==> src/rtl/alu_issue_arbiter.sv <==
// Round-robin issue arbiter that shares one external combinational ALU between two requesters.
// One operation is in flight at a time; the result is registered and returned on a tagged response channel.
module alu_issue_arbiter #(
    parameter int N = 16,
    parameter int M = 4
) (
    input  logic         clk,
    input  logic         rst,

    input  logic         req0_valid,
    output logic         req0_ready,
    input  logic [N-1:0] req0_a,
    input  logic [N-1:0] req0_b,
    input  logic         req0_cin,
    input  logic [M-1:0] req0_mode,
    input  logic         req0_acc,

    input  logic         req1_valid,
    output logic         req1_ready,
    input  logic [N-1:0] req1_a,
    input  logic [N-1:0] req1_b,
    input  logic         req1_cin,
    input  logic [M-1:0] req1_mode,
    input  logic         req1_acc,

    output logic [N-1:0] alu_a,
    output logic [N-1:0] alu_b,
    output logic         alu_cin,
    output logic [M-1:0] alu_mode,
    input  logic [N-1:0] alu_y,
    input  logic         alu_cout,
    input  logic         alu_ovf,

    output logic         rsp_valid,
    input  logic         rsp_ready,
    output logic         rsp_id,
    output logic [N-1:0] rsp_y,
    output logic         rsp_cout,
    output logic         rsp_ovf
);

    typedef enum logic [1:0] {
        IDLE,
        EXEC,
        RESP
    } stateT;

    stateT          state_q, state_d;
    logic           lastGrant_q;
    logic [N-1:0]   opA_q, opB_q;
    logic           opCin_q;
    logic [M-1:0]   opMode_q;
    logic           opId_q;
    logic [N-1:0]   acc_q;
    logic [N-1:0]   rspY_q;
    logic           rspCout_q, rspOvf_q, rspId_q, rspValid_q;

    logic           grantId;
    logic           accept;
    logic [N-1:0]   selA, selB;
    logic           selCin;
    logic [M-1:0]   selMode;

    // When both requesters are valid the one served least recently wins; a lone requester always wins.
    always_comb begin
        grantId = req1_valid;
        if (req0_valid && req1_valid) begin
            grantId = ~lastGrant_q;
        end
        req0_ready = !rst && (state_q == IDLE) && req0_valid && !grantId;
        req1_ready = !rst && (state_q == IDLE) && req1_valid && grantId;
        accept     = req0_ready | req1_ready;
    end

    always_comb begin
        selA    = req0_acc ? acc_q : req0_a;
        selB    = req0_b;
        selCin  = req0_cin;
        selMode = req0_mode;
        if (grantId) begin
            selA    = req1_acc ? acc_q : req1_a;
            selB    = req1_b;
            selCin  = req1_cin;
            selMode = req1_mode;
        end
    end

    always_ff @(posedge clk or posedge rst) begin
        if (rst) begin
            state_q <= IDLE;
        end else begin
            state_q <= state_d;
        end
    end

    always_comb begin
        state_d = state_q;
        case (state_q)
            IDLE:    if (accept) state_d = EXEC;
            EXEC:    state_d = RESP;
            RESP:    if (rsp_ready) state_d = IDLE;
            default: state_d = IDLE;
        endcase
    end

    // The ALU settles during EXEC, so its outputs are captured into both the response and the shared accumulator.
    always_ff @(posedge clk or posedge rst) begin
        if (rst) begin
            lastGrant_q <= 1'b1;
            opA_q       <= '0;
            opB_q       <= '0;
            opCin_q     <= 1'b0;
            opMode_q    <= '0;
            opId_q      <= 1'b0;
            acc_q       <= '0;
            rspY_q      <= '0;
            rspCout_q   <= 1'b0;
            rspOvf_q    <= 1'b0;
            rspId_q     <= 1'b0;
            rspValid_q  <= 1'b0;
        end else begin
            case (state_q)
                IDLE: begin
                    if (accept) begin
                        opA_q       <= selA;
                        opB_q       <= selB;
                        opCin_q     <= selCin;
                        opMode_q    <= selMode;
                        opId_q      <= grantId;
                        lastGrant_q <= grantId;
                    end
                end
                EXEC: begin
                    rspY_q     <= alu_y;
                    rspCout_q  <= alu_cout;
                    rspOvf_q   <= alu_ovf;
                    rspId_q    <= opId_q;
                    acc_q      <= alu_y;
                    rspValid_q <= 1'b1;
                end
                RESP: begin
                    if (rsp_ready) begin
                        rspValid_q <= 1'b0;
                    end
                end
                default: begin
                    rspValid_q <= 1'b0;
                end
            endcase
        end
    end

    assign alu_a     = opA_q;
    assign alu_b     = opB_q;
    assign alu_cin   = opCin_q;
    assign alu_mode  = opMode_q;

    assign rsp_valid = rspValid_q;
    assign rsp_id    = rspId_q;
    assign rsp_y     = rspY_q;
    assign rsp_cout  = rspCout_q;
    assign rsp_ovf   = rspOvf_q;

endmodule

==> config.mk <==
export PLATFORM = sky130hd
export DESIGN_NAME = alu_issue_arbiter
export DESIGN_NICKNAME = d
export VERILOG_FILES = /design/src/rtl/alu_issue_arbiter.sv
export SDC_FILE = /design/constraint.sdc
export NUM_CORES = 1
export LEC_CHECK = 0
export CORE_MARGIN = 2
export CORE_UTILIZATION = 40
export DETAILED_ROUTE_END_ITERATION = 10
export PLACE_DENSITY = 0.8
export SETUP_SLACK_MARGIN = 0.1
export SLEW_MARGIN = 20
export SYNTH_ARGS = -nofsm -noshare
export SYNTH_HDL_FRONTEND = slang
export SYNTH_SLANG_ARGS = --single-unit
==> constraint.sdc <==
create_clock -name clk -period 2.4 [get_ports clk]
set_input_delay 0.48 -clock clk [delete_from_list [all_inputs] [get_ports clk]]
set_output_delay 0.48 -clock clk [all_outputs]
set_load 0.02 [all_outputs]
==> metrics.cfg <==
[logic_synthesis]
synth_area_per_cell_um2 = 14.5
synth.area.mux_share = 0.432
synth_edf_count = 0
ys_warn_count = 0
synth-simple-area-share = 0.0128
synth_xor_area_frac = 0
ys_top_cells_by_area = dfrtp_1 (48%), mux2_2 (27%), mux2i_1 (15%), buf_6 (1.4%), buf_4 (0.96%)
synth_cells = 216
synth-compound-area-share = 0.0232
synth_seq_cells = 61
synth.top_cell.area_share = 0.480
yosys.cell_count.top_type = mux2_2
synth_top_family_by_area = multiplexers
ys.flop_type = dfrtp_1
ys_top_cells_by_count = mux2_2 (75), dfrtp_1 (60), mux2i_1 (48)
syn_area_mm2 = 0.00313
synthAdderAreaFrac = 0
synth_area_leader_cell = dfrtp_1
yosysUniqueCellTypes = 25
synth-async-reset-ratio = 1.00
ys_seq_area_frac = 0.488
syn_nets = 315

[final_layout]
num-fill-cells = 613
final_area_mm2 = 0.00505
layout.nets = 481
syn_to_final_growth_pct = 61.4
post-route-util = 0.661
drive_gt1_frac = 0.282
num_antenna_cells = 0

[pwr]
comb_power_share = 0.494
p_sw_frac = 0.344
intPower_uw = 3780
total_power_uw = 5760
p_seq_frac = 0.326
power.leakage_uw = 0.00213
power_density_mw_per_mm2 = 1140
ir_drop_mv = 0.784
p_switching_uw = 1980
p_clk_frac = 0.180

[floorplanning]
fp.coreArea_mm2 = 0.00765
start_util = 0.409
die_x_um = 92.5
die_y_um = 92.5
die_area_mm2 = 0.00855
io-pin-count = 158
rows = 32

[run_status]
status = completed

[worst_setup_path]
worstPathRequired_ps = 1920
rr_worst_depth = 4
r2r-end = alu_mode[1]$_DFFE_PP0P_
r2r_slack_ps = 720
cp-end-kind = output port
r2r-start = lastGrant_q$_DFFE_PP1P_
cp-start-kind = input pin
crit_path_start = req1_valid
worstPathMaxFanout = 4
path_class = input pin to output port
cp.arrival_ps = 1700
crit_end = req1_ready

[timing]
slew_violations = 0
hold_viol_final = 0
fin_crit_sh = 0.908
worst_slew_pin_slew_ps = 357
min_period_ps = 2180
setup_violations = 0
slew_headroom = 0.762
rsz0062_at_grt = false
skew_ps = 5.96
timing.fmax_mhz = 459

[route]
drtPass1Iterations = 4
drt_iter0_markers = 62
via_per_inst = 4.89
final_antenna_net_count = 0
vias = 2389
wl_um = 7950
post_drt_wl_per_cell_um = 16.3
drc = 0

[clock_tree]
clockBufferDepth = 2
clk_pin_slew_ps = 70
cts_hold_buf = 0
cts_made_buffers = 9
cts_root_buffer = clkbuf_8
clkSinkCount = 61
tritoncts = done
post_cts_resized = 2
clock_latency_ps = 340
h-tree-depth = 3
cts_setup_buffers = 0

[global_route]
grtUsageTotal = 0.196
grt_max_degree = 44
antenna_found_initial = 0
grt_pass1_vias = 2687
grt_pass1_wl_um = 13000
grt_overflow = 0

[placement]
place_area_mm2 = 0.00483
dp_hpwl_um = 5950
port_buffers = 157
gp_congestion = 0.709

[hold_path]
whs_path_depth = 1
hold_path_class = register to register

[flow_run]
maxCapViolCount = 0

## per-layer routing
layer,vias to the layer above,GRT usage,part of all wire
li1,1122,-,-
met1,1157,0.229,0.40
met2,99,0.341,0.51
met3,11,0.0570,0.073
met4,0,0.0709,0.016
met5,-,0,0
## placed cells by master (no fill, tap or decap)
cell | Yosys | final
buf_12 | 1 | 3
dfstp_2 | 1 | 1
clkinv_2 | 0 | 2
nor2b_2 | 0 | 1
mux2_2 | 75 | 75
nor3_4 | 1 | 1
bufinv_16 | 0 | 2
clkbuf_1 | 0 | 1
clkbuf_8 | 0 | 11
o21a_1 | 1 | 1
dfrtp_1 | 60 | 60
a31oi_1 | 1 | 1
o21bai_1 | 1 | 1
o21ai_0 | 1 | 1
a21o_1 | 1 | 1
mux2_1 | 1 | 1
a21oi_1 | 1 | 1
and2_1 | 1 | 1
clkdlybuf4s50_1 | 0 | 155
o21a_4 | 1 | 1
inv_1 | 2 | 1
inv_2 | 0 | 1
dlygate4sd2_1 | 0 | 2
a21boi_4 | 1 | 1
nand2_1 | 1 | 1
buf_4 | 4 | 9
nor2_1 | 2 | 2
mux2i_1 | 48 | 48
mux2_4 | 1 | 1
## registers in the layout, indices dropped and copies added (netlist names)
register / count
alu_cin: 1
state_q: 2
alu_b: 16
lastGrant_q: 1
rsp_cout: 1
rsp_id: 1
alu_a: 16
rsp_y: 16
opId_q: 1
rsp_ovf: 1
rsp_valid: 1
alu_mode: 4
## worst min path at each step
stage | to | slack (ps) | startpoint
floorplan | rsp_id$_DFFE_PP0P_ | 480 | opId_q$_DFFE_PP0P_
global placement | rsp_valid$_DFFE_PP0P_ | 460 | rsp_valid$_DFFE_PP0P_
detailed placement | rsp_valid$_DFFE_PP0P_ | 470 | rsp_valid$_DFFE_PP0P_
CTS | rsp_valid$_DFFE_PP0P_ | 490 | rsp_valid$_DFFE_PP0P_
global route | rsp_valid$_DFFE_PP0P_ | 510 | rsp_valid$_DFFE_PP0P_
finish | rsp_valid$_DFFE_PP0P_ | 480 | rsp_valid$_DFFE_PP0P_
## metrics by stage
stage	setup TNS [ps]	hold WS, ps	std cells	setup WS [ps]
3_5_place_dp	-61.2	475	473	-44.6
2_1_floorplan	0	479	216	409
4_1_cts	0	490	489	218
3_3_place_gp	-40.1	464	473	-40.1
6_report	0	485	489	222
5_1_grt	0	508	489	165
## kinds of logic after synthesis
group,after synthesis
multiplexers,125
AO/OA/AOI/OAI,8
buffers and inverters,16
flip-flops,61
AND/OR/NAND/NOR,6
## worst max-delay path, stage by stage
cell	delay, ps
clkdlybuf4s50_1	490
a21boi_4	210
and2_1	160
dlygate4sd2_1	350
## area by class of cell
type	count	area, µm²	share of cell area
multi-input combinational	139	1470	0.290
timing repair buffer	169	1700	0.336
tap	102	128	0.0253
inverter	2	7.51	0.00149
sequential	61	1530	0.302
clock inverter	4	70.1	0.0139
clock buffer	12	155	0.0307
## power by group through the flow
stage / Clock [µW] / Sequential, µW / Combinational (µW)
floorplan: 0 / 2470 / 926
global placement: 0 / 1860 / 2840
detailed placement: 0 / 1910 / 2880
CTS: 1070 / 1890 / 2890
global route: 1110 / 1970 / 3020
finish: 1040 / 1880 / 2850
(Power assumes the default switching activity.)
